`src/rtl/fp_addsub_sched.sv`:
```
// Round-robin scheduler sharing one fixed-latency FP add/sub datapath between two
// requesters, with credit-based flow control into per-channel response FIFOs.
module fp_addsub_sched #(
   parameter int LAT   = 3,
   parameter int DEPTH = 2
) (
   input  logic        clk,
   input  logic        rst_n,
   input  logic        req0_valid,
   output logic        req0_ready,
   input  logic [31:0] req0_a,
   input  logic [31:0] req0_b,
   input  logic        req0_op,
   input  logic        req1_valid,
   output logic        req1_ready,
   input  logic [31:0] req1_a,
   input  logic [31:0] req1_b,
   input  logic        req1_op,
   output logic        dp_start,
   output logic [31:0] dp_a,
   output logic [31:0] dp_b,
   output logic        dp_op,
   input  logic [31:0] dp_result,
   output logic        rsp0_valid,
   input  logic        rsp0_ready,
   output logic [31:0] rsp0_data,
   output logic        rsp1_valid,
   input  logic        rsp1_ready,
   output logic [31:0] rsp1_data,
   output logic        busy
);

   localparam logic [2:0] DEPTH_C = 3'(DEPTH);
   localparam logic [1:0] LAST_C  = 2'(DEPTH - 1);

   // FIFO pointers wrap at DEPTH-1, storage is always sized for the maximum depth
   function automatic logic [1:0] ptr_inc(input logic [1:0] p);
      if (p == LAST_C) begin
         ptr_inc = 2'd0;
      end else begin
         ptr_inc = p + 2'd1;
      end
   endfunction

   logic                   run_q, run_d;
   logic                   ptr_q, ptr_d;
   logic [1:0][2:0]        credit_q, credit_d;
   logic [1:0][2:0]        cnt_q, cnt_d;
   logic [1:0][1:0]        wr_q, wr_d;
   logic [1:0][1:0]        rd_q, rd_d;
   logic [1:0][3:0][31:0]  mem_q, mem_d;
   logic [LAT:0]           tag_vld_q, tag_vld_d;
   logic [LAT:0]           tag_ch_q, tag_ch_d;
   logic                   dp_start_q, dp_start_d;
   logic [31:0]            dp_a_q, dp_a_d;
   logic [31:0]            dp_b_q, dp_b_d;
   logic                   dp_op_q, dp_op_d;

   logic [1:0]             elig_s;
   logic [1:0]             gnt_s;
   logic [1:0]             wr_s;
   logic [1:0]             pop_s;
   logic [1:0]             rsp_ready_s;

   // Arbitration, issue register and tag pipeline next-state
   always_comb begin
      run_d     = 1'b1;
      elig_s[0] = run_q & req0_valid & (credit_q[0] != 3'd0);
      elig_s[1] = run_q & req1_valid & (credit_q[1] != 3'd0);
      gnt_s[0]  = elig_s[0] & (~elig_s[1] | ~ptr_q);
      gnt_s[1]  = elig_s[1] & (~elig_s[0] | ptr_q);

      if (gnt_s[0]) begin
         ptr_d = 1'b1;
      end else if (gnt_s[1]) begin
         ptr_d = 1'b0;
      end else begin
         ptr_d = ptr_q;
      end

      dp_start_d = gnt_s[0] | gnt_s[1];
      if (gnt_s[0]) begin
         dp_a_d  = req0_a;
         dp_b_d  = req0_b;
         dp_op_d = req0_op;
      end else if (gnt_s[1]) begin
         dp_a_d  = req1_a;
         dp_b_d  = req1_b;
         dp_op_d = req1_op;
      end else begin
         dp_a_d  = 32'h0000_0000;
         dp_b_d  = 32'h0000_0000;
         dp_op_d = 1'b0;
      end

      // Stage LAT lines up with the cycle in which dp_result is valid
      tag_vld_d = {tag_vld_q[LAT-1:0], dp_start_d};
      tag_ch_d  = {tag_ch_q[LAT-1:0], gnt_s[1]};
   end

   // Response FIFO and credit bookkeeping per channel
   always_comb begin
      rsp_ready_s = {rsp1_ready, rsp0_ready};
      mem_d       = mem_q;
      wr_d        = wr_q;
      rd_d        = rd_q;
      cnt_d       = cnt_q;
      credit_d    = credit_q;
      wr_s        = 2'b00;
      pop_s       = 2'b00;
      for (int n = 0; n < 2; n++) begin
         wr_s[n[0]]  = tag_vld_q[LAT] & (tag_ch_q[LAT] == n[0]);
         pop_s[n[0]] = (cnt_q[n[0]] != 3'd0) & rsp_ready_s[n[0]];
         if (wr_s[n[0]]) begin
            mem_d[n[0]][wr_q[n[0]]] = dp_result;
            wr_d[n[0]]              = ptr_inc(wr_q[n[0]]);
         end else begin
            wr_d[n[0]] = wr_q[n[0]];
         end
         if (pop_s[n[0]]) begin
            rd_d[n[0]] = ptr_inc(rd_q[n[0]]);
         end else begin
            rd_d[n[0]] = rd_q[n[0]];
         end
         cnt_d[n[0]]    = cnt_q[n[0]] + {2'b00, wr_s[n[0]]} - {2'b00, pop_s[n[0]]};
         credit_d[n[0]] = credit_q[n[0]] - {2'b00, gnt_s[n[0]]} + {2'b00, pop_s[n[0]]};
      end
   end

   // State registers
   always_ff @(posedge clk or negedge rst_n) begin
      if (!rst_n) begin
         run_q      <= 1'b0;
         ptr_q      <= 1'b0;
         credit_q   <= {DEPTH_C, DEPTH_C};
         cnt_q      <= {3'd0, 3'd0};
         wr_q       <= {2'd0, 2'd0};
         rd_q       <= {2'd0, 2'd0};
         mem_q      <= '0;
         tag_vld_q  <= {(LAT + 1){1'b0}};
         tag_ch_q   <= {(LAT + 1){1'b0}};
         dp_start_q <= 1'b0;
         dp_a_q     <= 32'h0000_0000;
         dp_b_q     <= 32'h0000_0000;
         dp_op_q    <= 1'b0;
      end else begin
         run_q      <= run_d;
         ptr_q      <= ptr_d;
         credit_q   <= credit_d;
         cnt_q      <= cnt_d;
         wr_q       <= wr_d;
         rd_q       <= rd_d;
         mem_q      <= mem_d;
         tag_vld_q  <= tag_vld_d;
         tag_ch_q   <= tag_ch_d;
         dp_start_q <= dp_start_d;
         dp_a_q     <= dp_a_d;
         dp_b_q     <= dp_b_d;
         dp_op_q    <= dp_op_d;
      end
   end

   // Response data is forced to zero whenever the FIFO is empty
   always_comb begin
      if (cnt_q[0] != 3'd0) begin
         rsp0_data = mem_q[0][rd_q[0]];
      end else begin
         rsp0_data = 32'h0000_0000;
      end
      if (cnt_q[1] != 3'd0) begin
         rsp1_data = mem_q[1][rd_q[1]];
      end else begin
         rsp1_data = 32'h0000_0000;
      end
   end

   assign req0_ready = gnt_s[0];
   assign req1_ready = gnt_s[1];
   assign dp_start   = dp_start_q;
   assign dp_a       = dp_a_q;
   assign dp_b       = dp_b_q;
   assign dp_op      = dp_op_q;
   assign rsp0_valid = (cnt_q[0] != 3'd0);
   assign rsp1_valid = (cnt_q[1] != 3'd0);
   assign busy       = (|tag_vld_q) | rsp0_valid | rsp1_valid;

endmodule

```
`config.mk`:
```
export PLATFORM = sky130hd
export DESIGN_NAME = fp_addsub_sched
export DESIGN_NICKNAME = d
export VERILOG_FILES = /design/src/rtl/fp_addsub_sched.sv
export SDC_FILE = /design/constraint.sdc
export NUM_CORES = 1
export LEC_CHECK = 0
export ABC_AREA = 1
export CAP_MARGIN = 20
export CELL_PAD_IN_SITES_DETAIL_PLACEMENT = 1
export CELL_PAD_IN_SITES_GLOBAL_PLACEMENT = 1
export CORE_MARGIN = 2
export CORE_UTILIZATION = 43
export DETAILED_ROUTE_END_ITERATION = 10
export DONT_BUFFER_PORTS = 1
export GPL_TIMING_DRIVEN = 0
export MAX_ROUTING_LAYER = met4
export PLACE_DENSITY = 0.88
export SETUP_SLACK_MARGIN = 0.05
export SYNTH_ARGS = -nofsm -noshare
export SYNTH_HDL_FRONTEND = slang
export SYNTH_SLANG_ARGS = --single-unit
```
`constraint.sdc`:
```
create_clock -name clk -period 2.5 [get_ports clk]
set_input_delay 0.25 -clock clk [delete_from_list [all_inputs] [get_ports clk]]
set_output_delay 0.25 -clock clk [all_outputs]
set_load 0.1 [all_outputs]
```
## Word-level counts from Yosys, hierarchy flattened

Index checks and enable logic that the tools add are counted.

| word-level totals | value |
|---|---|
| memories | 0 |
| register bits after elaboration | 352 |
| memory bits (writable) | 0 |
| output and inout bits | 135 |
| memory bits (read-only) | 0 |
| input port bits | 168 |
| latch bits | 0 |

| operators by class | value |
|---|---|
| bitwise gates (word level) | 19 |
| eq/ne operators | 4 |
| multipliers | 0 |
| $lt $le $gt $ge | 6 |
| shift operators | 0 |
| $add $sub $neg | 12 |
| reductions and logical operators | 8 |
| multiplexer cells | 24 |
| div/mod/pow operators | 0 |

Operators with widths:

| kind | count |
|---|---|
| 2-to-1 mux 32 bit | 10 |
| bitwise mux 128 bit | 2 |
| binary-select mux 32 bit (select 2 bit) | 2 |
| demux 32 bit (select 2 bit) | 2 |
| adder 3 x 1 -> 3 bit | 4 |
| less-than comparator 2 x 3 -> 1 bit, second input constant | 4 |
| nonzero test 3 bit | 4 |
| subtractor 3 x 1 -> 3 bit | 4 |
| bitwise AND 1 bit | 10 |
| adder 2 x 1 -> 2 bit, second input constant | 4 |
| equality test 2 x 1 -> 1 bit, second input constant | 4 |
| 2-to-1 mux 2 bit | 4 |
| OR 1 bit | 5 |
| greater-or-equal comparator 2 x 1 -> 1 bit, second input constant | 2 |
| 2-to-1 mux 1 bit | 4 |
| inverter 1 bit | 4 |
| OR reduction 4 bit | 1 |
| logical AND 1 bit | 2 |
| nonzero test 2 bit | 1 |

## Logic depth before layout (Yosys ltp)

| logic depth | value |
|---|---|
| depth in word-level cells | 7 |
| gate-level depth with buffers | 13 |
| gate-level depth less buffers | 12 |

## Least setup slack after synthesis

No wires, ideal clock.

| timing path | value |
|---|---|
| path kind | reg2out |
| start point | register cnt_q[1] in the netlist's numbering |
| end point | output rsp0_data[10] |
| required time | 2.250 ns |
| setup slack | -0.822 ns |
| arrival time | 3.072 ns |
| buffers on the path | 1 |
| cell stages (with the launch flop) | 6 |
| path through | dfrtp_1 > nor2_1 > nand2_1 > inv_1 > clkbuf_1 > a21oi_1 |

| between the ends | value |
|---|---|
| word-level cells in the longest chain between the ends | 2 |

Ends and longest elaborated chain:

| what | line | RTL |
|---|---|---|
| start, declared | 48 | `logic [1:0][2:0] cnt_q, cnt_d;` |
| start signal, assigned | 136 | `cnt_q <= {3'd0, 3'd0};` |
| start signal, assigned | 150 | `cnt_q <= cnt_d;` |
| nonzero test 3 bit | -- |  |
| net rsp0_valid | 24 | `output logic rsp0_valid,` |
| 2-to-1 mux 32 bit | 165 | `if (cnt_q[0] != 3'd0) begin` |
| end, declared | 26 | `output logic [31:0] rsp0_data,` |

The timed path passes the listed nets, and every way through them passes these cells.

==> key figures <==
Drt
  – Total number of vias: 15500
  – Via density: 6.22
  – Drt pass-1 iters: 5
  – DRC errors left: 0
  – Drt wl/cell: 28.8 um
  – 1st-iter DRT viols: 1257
  – DRT antenna net count: 0
  – Total Wirelength: 71.7 mm

Yosys
  – Sequential-to-total area share from yosys stat: 57.8%
  – Syn_nets: 1939
  – Post-synthesis register bit count: 351
  – Unique masters post-synth: 27
  – Yosys warns: 0
  – Cell count after synthesis: 1760
  – Synth top area share: 57.5%
  – Dominant cell type by area after synthesis: dfrtp_1
  – Syn Area/Cell: 8.64 um^2
  – Largest cells by area after synthesis: dfrtp_1, o21ai_0, nand2_1, nor2_1, nand3_1
  – Post-Syn Area: 0.0152 mm^2

Power
  – Reg power frac: 28.7%
  – Switching portion of total power: 54.6%
  – Pwr dens: 1590 mW/mm^2
  – VDD IR-drop max: 1.42 mV
  – Share of total power in combinational logic: 52.9%
  – Clock power share: 18.4%
  – Cell-internal power: 15.1 mW
  – P_sw: 18.1 mW
  – Leakage: 9.67 nW

Setup path
  – FF-to-FF End: credit_q[2]$_DFF_PN0_
  – CP max-delay cell: dfstp_2
  – Reg2reg path depth: 13
  – RR Startpoint: credit_q[4]$_DFF_PN1_
  – Top Family by Delay on Critical Path: adder cells
  – CP Max Fanout: 2
  – Critical path depth in cells: 13
  – CP Cell Sequence: nor2_4 -> nand2_2 -> nand3b_1 -> buf_6 -> nand2_4 -> clkinvlp_4 -> ha_4 -> inv_2 -> ha_4 -> inv_2 -> fa_2 -> xnor2_2 -> xor2_1
  – Crit. End Element: register
  – Required @ worst endpoint: 2900 ps
  – Crit Path Category: register to register
  – CP arrival: 3310 ps
  – Setup slack, reg-to-reg: -410 ps
  – Worst path bufs/invs: 4
  – Startpoint Class: register
  – CP peak stage delay: 560 ps

Final layout
  – Share of cells above drive strength 1: 17.3%
  – Final net count: 2180
  – Final Instance Area: 0.0209 mm^2
  – Commonest non-fill, non-tap cells in the layout: nand2_1, dfrtp_1, o21ai_0
  – Area grow syn2layout: 37.3%
  – Most common cell after layout, fill and taps aside: nand2_1

Outcome
  – Status: finished, violations left
  – Failing checks: negative hold slack, negative setup slack

Timing
  – Max_slew headroom: 35.1%
  – Period minus WS final: 2910 ps
  – RSZ-0062 raised after global routing: yes
  – Fmax: 344 MHz
  – Slew @ Worst Pin: 974 ps
  – Period utilisation layout: 116%
  – Slew Viols, Final: 0
  – WHS: -589 ps
  – Endpoints failing setup: 60
  – Final clock skew: 31.0 ps
  – Hold Vio Cnt, Final: 352
  – Setup slack after layout: -407 ps

Floorplanning
  – Die ar.: 0.0369 mm^2
  – CORE AREA: 0.0347 mm^2
  – Row count: 68
  – Die Wd: 192 um
  – Initial Utilization: 43.8%
  – Io pins: 303
  – Die Y: 192 um

Global route
  – GRT met3 Usage: 7.84%
  – Most Crowded Layer GR: met2
  – GRT Total Usage: 37.3%
  – Initial antenna violation count: 4
  – Met2 usage: 64.2%
  – Met1 Usage GRT: 40.4%
  – Largest net degree at the start of global routing: 352
  – Grt total ovfl: 0
  – First-pass GRT wire length: 100 mm
  – Vias in the first global route: 16700

Placed design
  – GP Congestion: 0.900
  – Port Buf Inserts: 0
  – HPWL Detailed: 37.5 mm
  – Place WS: -512 ps
  – Placed Area: 0.0167 mm^2

Clock network
  – TritonCTS buffer count: 38
  – Worst-path clk slew: 60 ps
  – CTS tree: yes
  – Hold_buf cts: 160
  – Clock Sinks: 351
  – Clock root cell: clkbuf_16
  – Clk buf depth: 3
  – Clock Latency Late Sink: 550 ps
  – Htree depth: 2

Flow run
  – Max-cap viol count: 0

Hold path
  – Hold Crit Class: primary input to asynchronous set/reset pin
[per-stage QoR]
stage	std cells	setup TNS (ps)	total power, mW	util [%]
2_1_floorplan	1760	-267	21.1	-
3_3_place_gp	2215	-14960	22.9	47.7
3_5_place_dp	2219	-15390	23.8	48.0
4_1_cts	2468	-2940	31.2	58.4
5_1_grt	2487	-7640	34.0	60.1
6_report	2487	-5500	33.2	60.1
[timing repair]
item | CTS | global route
buffers inserted | 19 | 12
cloned | 6 | 6
endpoints found under the hold margin | 453 | 351
endpoints found under the setup margin | 75 | 77
gates resized for setup | 161 | 175
pin swaps | 39 | 71
[metal layers]
metal,routed length (um),vias up
met2,35600,1022
met5,0,-
met4,5270,0
met1,24800,7810
met3,5950,369
li1,-,6273
[Yosys cell counts, drive strengths merged]
library cell	n
nand2	368
o21ai	355
dfrtp	349
nor2	197
nand3	139
inv	98
clkbuf	82
a21oi	67
buf	42
o211ai	32
ha	7
xnor2	6
xor2	6
fa	4
nor3	3
dfstp	2
conb	1
nand3b	1
o21a	1
[flip-flops by register name (all words and copies together), names as in the netlist]
signal / cells
mem_q: 256
dp_a: 32
dp_b: 32
cnt_q: 6
credit_q: 6
rd_q: 4
tag_ch_q: 4
tag_vld_q: 4
wr_q: 4
dp_op: 1
ptr_q: 1
run_q: 1
[cell families after synthesis]
family,count (synthesis),share of synthesized area (%)
and+or+nand+nor,708,19.0
xor gates and xnor gates,12,0.691
adders and majority gates,11,1.10
buffers and inverters,222,5.79
AOI/OAI and AO/OA,455,15.5
other,1,0.0247
DFF,351,57.8
[power by group through the flow]
stage / logic [mW] / registers [mW] / clock network [mW]
after floorplan: 12.1 / 9.02 / 0
after global placement: 13.8 / 9.17 / 0
after detailed placement: 14.5 / 9.27 / 0
after CTS: 16.0 / 9.25 / 5.99
after global routing: 18.1 / 9.59 / 6.30
final: 17.6 / 9.52 / 6.09
[final cells by class]
| class | count | area [um^2] |
|---|---|---|
| well taps | 455 | 569 |
| clock inverters | 13 | 176 |
| fillers | 3741 | 13800 |
| plain buffers | 119 | 925 |
| flip-flops and latches | 351 | 8790 |
| diodes | 4 | 10.0 |
| inverters | 98 | 388 |
| repair buffers | 206 | 2280 |
| multi-input cells | 1187 | 6600 |
| clock buffers | 54 | 1120 |
[worst reg2reg max path, delay by kind of cell, from the launching register on]
family | cells | cell delay (ps)
buf+inv | 4 | 730
flops | 1 | 560
fa+ha+maj | 3 | 900
simple gates | 4 | 300
xor+xnor | 2 | 310
[worst max path at each step]
stage | from | endpoint | slack, ps
global placement | credit_q[4]$_DFF_PN1_ | credit_q[2]$_DFF_PN0_ | -500
floorplan | credit_q[4]$_DFF_PN1_ | credit_q[2]$_DFF_PN0_ | -200
global route | credit_q[4]$_DFF_PN1_ | credit_q[2]$_DFF_PN0_ | -510
detailed placement | credit_q[4]$_DFF_PN1_ | credit_q[2]$_DFF_PN0_ | -510
CTS | credit_q[4]$_DFF_PN1_ | credit_q[2]$_DFF_PN0_ | -440
finish | credit_q[4]$_DFF_PN1_ | credit_q[2]$_DFF_PN0_ | -410
Note: power is estimated with default switching activity, not from simulation.
